[src/rtl/mul_pkg.sv]
// rtl/mul_pkg.sv - shared widths, operand/product types and issue FSM states for the multiplier issue stage
package mul_pkg;
    localparam int WIDTH     = 4;
    localparam int OUT_WIDTH = 2 * WIDTH;

    typedef logic [WIDTH-1:0]     operand_t;
    typedef logic [OUT_WIDTH-1:0] product_t;

    typedef struct packed {
        operand_t a;
        operand_t b;
    } mul_req_t;

    typedef enum logic {
        IDLE = 1'b0,
        WAIT = 1'b1
    } state_t;
endpackage

[src/rtl/mul_req_fifo.sv]
// rtl/mul_req_fifo.sv - DEPTH-entry synchronous FIFO of operand pairs, wrap-bit pointers, async reset
module mul_req_fifo
    import mul_pkg::*;
#(
    parameter int DEPTH = 4
) (
    input  logic     clk,
    input  logic     rst,
    input  logic     push,
    input  mul_req_t push_data,
    input  logic     pop,
    output mul_req_t head,
    output logic     full,
    output logic     empty
);
    localparam int AW = $clog2(DEPTH);
    localparam logic [AW:0] PTR_ONE = {{AW{1'b0}}, 1'b1};

    mul_req_t    mem [DEPTH];
    logic [AW:0] wr_ptr;
    logic [AW:0] rd_ptr;
    logic        do_push;
    logic        do_pop;

    assign empty   = (wr_ptr == rd_ptr);
    assign full    = (wr_ptr[AW-1:0] == rd_ptr[AW-1:0]) && (wr_ptr[AW] != rd_ptr[AW]);
    assign head    = mem[rd_ptr[AW-1:0]];
    // A push while full is refused even if a pop frees a slot this cycle.
    assign do_push = push && !full;
    assign do_pop  = pop && !empty;

    always_ff @(posedge clk or posedge rst) begin
        if (rst) begin
            wr_ptr <= '0;
            rd_ptr <= '0;
        end else begin
            if (do_push) wr_ptr <= wr_ptr + PTR_ONE;
            if (do_pop)  rd_ptr <= rd_ptr + PTR_ONE;
        end
    end

    always_ff @(posedge clk) begin
        if (do_push) mem[wr_ptr[AW-1:0]] <= push_data;
    end
endmodule

[src/rtl/mul_issue_ctrl.sv]
// rtl/mul_issue_ctrl.sv - issue stage: queues operand pairs, launches one at a time, captures products.
// Optional constant-time exit gated by MUL_ISSUE_CONST_TIME_EN.
module mul_issue_ctrl
    import mul_pkg::*;
#(
    parameter int DEPTH   = 4,
    parameter int LAT_MAX = WIDTH + 2
) (
    input  logic     clk,
    input  logic     rst,
    input  logic     req_valid,
    output logic     req_ready,
    input  operand_t req_a,
    input  operand_t req_b,
    output logic     mul_in_valid,
    output operand_t mul_a,
    output operand_t mul_b,
    input  logic     mul_stall,
    input  logic     mul_out_valid,
    input  product_t mul_o,
    output logic     res_valid,
    output product_t res_o,
    output logic     idle,
    output logic     err_spurious
);
    if (LAT_MAX < 1 || DEPTH < 2 || (DEPTH & (DEPTH - 1)) != 0) begin : g_bad_cfg
        $error("mul_issue_ctrl: unsupported DEPTH/LAT_MAX");
    end

    state_t   state;
    state_t   state_nxt;
    mul_req_t head;
    logic     full;
    logic     empty;
    logic     capture;
    logic     finish;
    logic     exit_ok;

    mul_req_fifo #(.DEPTH(DEPTH)) u_fifo (
        .clk       (clk),
        .rst       (rst),
        .push      (req_valid),
        .push_data ('{a: req_a, b: req_b}),
        .pop       (mul_in_valid),
        .head      (head),
        .full      (full),
        .empty     (empty)
    );

    assign req_ready = !full;
    assign mul_a     = empty ? '0 : head.a;
    assign mul_b     = empty ? '0 : head.b;
    assign idle      = empty && (state == IDLE);

`ifdef MUL_ISSUE_CONST_TIME_EN
    localparam int CW = $clog2(LAT_MAX + 1);
    logic [CW-1:0] cnt;
    logic          done;

    // A completion arriving in the final counted cycle still exits on time.
    assign exit_ok = (cnt == CW'(LAT_MAX)) && (done || mul_out_valid);

    always_ff @(posedge clk or posedge rst) begin
        if (rst) begin
            cnt  <= '0;
            done <= 1'b0;
        end else if (mul_in_valid) begin
            cnt  <= CW'(1);
            done <= 1'b0;
        end else if (state == WAIT && !mul_stall) begin
            if (cnt != CW'(LAT_MAX)) cnt <= cnt + CW'(1);
            if (mul_out_valid)       done <= 1'b1;
        end
    end
`else
    assign exit_ok = mul_out_valid;
`endif

    always_ff @(posedge clk or posedge rst) begin
        if (rst) state <= IDLE;
        else     state <= state_nxt;
    end

    always_comb begin
        state_nxt = state;
        if (!mul_stall) begin
            case (state)
                IDLE:    if (!empty) state_nxt = WAIT;
                WAIT:    if (exit_ok) state_nxt = IDLE;
                default: state_nxt = IDLE;
            endcase
        end
    end

    always_comb begin
        mul_in_valid = (state == IDLE) && !empty && !mul_stall;
        capture      = (state == WAIT) && !mul_stall && mul_out_valid;
        finish       = (state == WAIT) && !mul_stall && exit_ok;
    end

    always_ff @(posedge clk or posedge rst) begin
        if (rst) begin
            res_valid    <= 1'b0;
            res_o        <= '0;
            err_spurious <= 1'b0;
        end else begin
            res_valid <= finish;
            if (capture) res_o <= mul_o;
            if (mul_out_valid && state != WAIT) err_spurious <= 1'b1;
        end
    end
endmodule

[config.mk]
export PLATFORM = sky130hd
export DESIGN_NAME = mul_issue_ctrl
export DESIGN_NICKNAME = d
export VERILOG_FILES = /design/src/rtl/mul_pkg.sv /design/src/rtl/mul_req_fifo.sv /design/src/rtl/mul_issue_ctrl.sv
export SDC_FILE = /design/constraint.sdc
export NUM_CORES = 1
export LEC_CHECK = 0
export ABC_AREA = 0
export ABC_CLOCK_PERIOD_IN_PS = 2100
export CORE_MARGIN = 2
export CORE_UTILIZATION = 50
export DETAILED_ROUTE_END_ITERATION = 10
export DONT_BUFFER_PORTS = 1
export HOLD_SLACK_MARGIN = 0.12
export MAX_ROUTING_LAYER = met4
export PLACE_DENSITY = 0.67
export SETUP_SLACK_MARGIN = 0.4
export SYNTH_ARGS = -nofsm -noshare
export SYNTH_HDL_FRONTEND = slang
export SYNTH_SLANG_ARGS = --single-unit
[constraint.sdc]
create_clock -name clk -period 2.1 [get_ports clk]
set_input_delay 0.21 -clock clk [delete_from_list [all_inputs] [get_ports clk]]
set_output_delay 0.21 -clock clk [all_outputs]
set_load 0.02 [all_outputs]
## Word level (Yosys, flattened, before mapping)

Memory sizes are Yosys's and may differ from the RTL's.
Index checks and enable logic that the tools add are counted.
Widths: inputs -> output; s select.

- Flip-flop bits (word level): 17
- Bits in writable memories: 32
- Input bits: 21
- Word-level logic and storage cells: 32
- Memories kept: 1

- Add/sub/neg operators: 2
- Equality and inequality tests: 3
- Mux-type cells: 7
- Bitwise operators: 1
- Reductions and logical operators: 12

Memories:

| memory | depth | width | read ports | clocked after Yosys merged registers in | wr ports | line | RTL |
|---|---|---|---|---|---|---|---|
| u_fifo.mem | 4 | 8 | 1 | 0 | 1 | mul_req_fifo.sv:19 | `mul_req_t mem [DEPTH];` |

Operators by type and width:

| kind | count |
|---|---|
| $logic_and 1x1->1 | 9 |
| $mux 4 | 2 |
| $add 3x1->3 const B | 2 |
| $mux 1 | 4 |
| $eq 3x3->1 | 1 |
| $logic_not 1->1 | 3 |
| $eq 2x2->1 | 1 |
| $pmux 1 s2 | 1 |
| $ne 1x1->1 | 1 |
| $not 1->1 | 1 |

## Logic depth before layout (Yosys ltp)

- Depth in word-level cells: 6
- Depth in mapped cells: 4
- Mapped depth without buffers: 4

## By module

Synthesis repeated with hierarchy kept, for this count alone.

- Cells, all modules: 128
- Area, all modules: 2165.8 sq um

Modules (own cells, without submodules):

| module | instances | cells each | area each (sq um) |
|---|---|---|---|
| mul_req_fifo | 1 | 91 | 1679.1 |
| mul_issue_ctrl | 1 | 37 | 486.7 |

## Worst setup path before layout

No wires, ideal clock.

- Path type: flip-flop to output port
- From: register u_fifo.rd_ptr[1]
- To: output port idle
- Arrival: 1433 ps
- Required time: 1890 ps
- Slack: 457 ps
- Cell stages (with the launch flop): 4
- Buffers on the path: 1
- Cell sequence: dfrtp_1 -> buf_6 -> xor2_4 -> nor4_1

- Longest elaborated chain between the ends: 2

Ends and longest elaborated chain:

| item | line | RTL |
|---|---|---|
| start, declared | mul_req_fifo.sv:21 | `logic [AW:0] rd_ptr;` |
| start signal, assigned | mul_req_fifo.sv:38 | `if (do_pop) rd_ptr <= rd_ptr + PTR_ONE;` |
| $eq 3x3->1 | mul_req_fifo.sv:25 | `assign empty = (wr_ptr == rd_ptr);` |
| $logic_and 1x1->1 | mul_issue_ctrl.sv:53 | `assign idle = empty && (state == IDLE);` |
| end, declared | mul_issue_ctrl.sv:23 | `output logic idle,` |

Every way passes these cells.

## Worst setup path after layout

- From: register u_fifo.rd_ptr[0]
- To: output port mul_b[1]

- Longest elaborated chain between the ends: 2
- Elaborated cells between the ends (all ways): 3
- Classes of those cells: eq/ne (1); mux (1); memory (1)

Ends and longest elaborated chain:

| item | line | RTL |
|---|---|---|
| $mem_v2 4x8 or $eq 3x3->1 (tied branches) | - |  |
| $mux 4 * | mul_issue_ctrl.sv:52 | `assign mul_b = empty ? '0 : head.b;` |
| end, declared | mul_issue_ctrl.sv:17 | `output operand_t mul_b,` |

Mark *: on every way between the ends. The rest lies on a longest branch, timed or not.

==> flow_metrics.py <==
metrics = {
    "status": {
        "status": "completed",
    },
    "synth": {
        "synth_cell_types": 26,
        "netlist_top_cells_count": "edfxtp_1, dfrtp_1, nor2b_1",
        "ys_top_cells_by_area": "edfxtp_1, dfrtp_1, mux4_2, mux2_2, ha_1",
        "netlist_area_sq_um": 2090,
        "yosys.area.top_type": "edfxtp_1",
        "synth_top_family_by_area": "multiplexers",
        "ys.flop_type": "edfxtp_1",
        "synth_xor_area_frac": 0.0515,
        "synth-seq-cells": 49,
        "synth-simple-area-share": 0.0539,
        "synth_most_common_cell": "edfxtp_1",
        "netlist.area_leader.share": 0.460,
        "syn_area_per_cell_sq_um": 18.5,
        "yosys_warnings": 0,
        "synth_edf_count": 32,
        "synth_mux_area_frac": 0.142,
        "syn_inst": 113,
        "synth_compound_area_frac": 0.0359,
        "synthAdderAreaFrac": 0.0299,
        "synth_nets": 139,
        "async_reset_ff_frac": 0.347,
        "synth_seq_area_share": 0.663,
    },
    "flow_run": {
        "drv_cap": 0,
    },
    "critical_path": {
        "required_ps": 1890,
        "crit_chain": "clkbuf_16 -> mux4_2 -> nor2b_4",
        "r2r_slack_ps": 440,
        "crit_path_start_kind": "flip-flop",
        "arrival_ps": 1620,
        "critical_path_depth": 3,
        "critPathKind": "flip-flop to output port",
        "critPathMaxStageDelay_ps": 490,
        "critical_path.slowest_cell": "mux4_2",
        "r2r-start": "u_fifo.rd_ptr[0]",
        "endpoint_kind": "output port",
        "r2r_cells": 3,
        "path_buf_inv": 1,
        "worstPathMaxFanout": 4,
        "timing.rr.end": "u_fifo.mem[0][3]",
        "path_delay_family": "multiplexers",
    },
    "hold_path": {
        "whs_endpoint": "u_fifo.rd_ptr[2]",
        "min_from": "mul_stall",
        "holdCritPathClass": "primary input to flip-flop",
        "holdPathStages": 3,
    },
    "power_and_ir_drop": {
        "p_leak_nw": 1.02,
        "vdd_drop_max_mv": 1.07,
        "p_per_area_nw_per_um2": 1640,
    },
    "global_route": {
        "grt.overflow.total": 0,
        "groute.usage.overall": 0.173,
        "grt_pass1_wl_um": 5350,
        "grt_pass1_vias": 1070,
        "grt_start_max_net_pins": 18,
        "antenna_found_initial": 0,
    },
    "placed_design": {
        "portBuffers": 0,
        "dp.final_hpwl_um": 2240,
        "dp_slack_ps": 276,
        "gp_congestion": 0.743,
        "dp.cells": 164,
    },
    "clock_tree": {
        "h-tree-depth": 2,
        "cts_tree": "done",
        "cts_made_buffers": 5,
        "clock-sinks": 49,
        "clk_pin_slew_ps": 90,
        "cts_root_buffer": "clkbuf_8",
        "clkLatencyLatePin_ps": 290,
        "clock_path_buffers": 2,
    },
    "routing": {
        "drt-total-wl_um": 3580,
        "drt_iter0_markers": 87,
        "dr.pass1.iters": 3,
        "via_per_inst": 5.22,
        "vias": 1043,
        "ant_nets": 0,
        "drc": 0,
        "post_drt_wl_per_cell_um": 17.9,
    },
    "die": {
        "initial_core_util": 0.522,
        "die_area_sq_um": 4710,
        "row_count": 23,
        "num_io_pins": 42,
        "core_sq_um": 4000,
        "die_y_um": 68.6,
        "die_width_um": 68.6,
    },
    "timing": {
        "timing.max_slew.rel_slack": 0.580,
        "rsz0062_at_grt": "true",
        "tns_ps": 0,
        "fin_ws_ps": 275,
        "slew_violations": 0,
        "post-route-period-util": 0.869,
        "worst_pin_slew_ps": 629,
        "hold_viol": 0,
        "hold_ws_ps": 122,
        "period_needed_ps": 1830,
        "timing.final.setup_violations": 0,
        "fin_skew_ps": 6.07,
        "fmax_mhz": 548,
    },
    "cells_and_area": {
        "multi_input_area_sq_um": 774,
        "antenna_cells": 0,
        "utilization": 0.673,
        "nNetsFinal": 175,
        "final-seq-area_sq_um": 1390,
        "area_growth_pct": 28.9,
        "final_cells": 200,
        "n_fill_cell": 270,
        "drive_above_1_share": 0.427,
    },
}
## layout by cell type, fill, tap and decap left out, drive strengths merged, types with 2 or more instances in the layout
| cell type | count |
|---|---|
| nor2b | 9 |
| xor2 | 3 |
| clkbuf | 6 |
| dlygate4sd3 | 20 |
| edfxtp | 32 |
| dfrtp | 17 |
| inv | 7 |
| mux4 | 8 |
| mux2 | 10 |
| ha | 5 |
| o31ai | 2 |
| xnor2 | 5 |
| buf | 10 |
| and2 | 3 |
## flip-flops by register name, summed over array words and instances, names as in the netlist
register	flops
u_fifo.rd_ptr	3
res_o	8
state	1
u_fifo.wr_ptr	3
res_valid	1
err_spurious	1
u_fifo.mem	32
## cells by family after synthesis
group	after synthesis
buffers and inverters	9
DFF	49
adders and majority gates	5
muxes	18
xor gates and xnor gates	8
and+or+nand+nor	18
AOI/OAI and AO/OA	6
## routing by layer
metal,vias up,GRT usage,part of all wire
met5,-,-,0
met4,0,0.0675,0.015
met3,5,0.0503,0.039
met2,16,0.279,0.53
met1,535,0.207,0.42
li1,487,-,-
## timing repair
action,4_1_cts,5_1_grt
hold endpoints to repair,60,0
cloned,0,1
hold buffers,20,0
pin swaps,1,3
endpoints found under the setup margin,35,35
buffers inserted,4,3
gates resized for setup,21,18
## through the flow
| stage | power, W | cell area (sq um) |
|---|---|---|
| 2_1_floorplan | 0.00286 | 2090 |
| 3_3_place_gp | 0.00306 | 2150 |
| 3_5_place_dp | 0.00312 | 2150 |
| 4_1_cts | 0.00408 | 2560 |
| 5_1_grt | 0.00465 | 2690 |
| 6_report | 0.00442 | 2690 |
## how the worst max path moves through the flow
| stage | start | to | slack [ps] |
|---|---|---|---|
| 2_1_floorplan | u_fifo.rd_ptr[1] | idle | 460 |
| 3_3_place_gp | u_fifo.wr_ptr[1] | u_fifo.mem[2][0] | 320 |
| 3_5_place_dp | u_fifo.wr_ptr[1] | u_fifo.mem[1][0] | 280 |
| 4_1_cts | u_fifo.rd_ptr[0] | mul_a[2] | 260 |
| 5_1_grt | u_fifo.rd_ptr[0] | mul_a[3] | 230 |
| 6_report | u_fifo.rd_ptr[0] | mul_b[1] | 270 |
## power by group
group / switching (W) / internal [W] / leakage (nW)
logic: 0.00107 / 0.00102 / 0.485
registers: 0.000340 / 0.00135 / 0.486
clock network: 0.000293 / 0.000350 / 0.0518
total: 0.00170 / 0.00273 / 1.02
## final cells by class
cell class              count  share of cell area
inverters                   7             0.00976
flip-flops and latches     49               0.518
repair buffers             31               0.121
clock buffers               5              0.0256
multi-input cells          55               0.288
clock inverters             3              0.0153
well taps                  50              0.0232
## worst min-delay path: stages
cell and delay (ps):
nor3b_1 30, o31ai_1 70, xnor2_1 70
(Power assumes the default switching activity.)
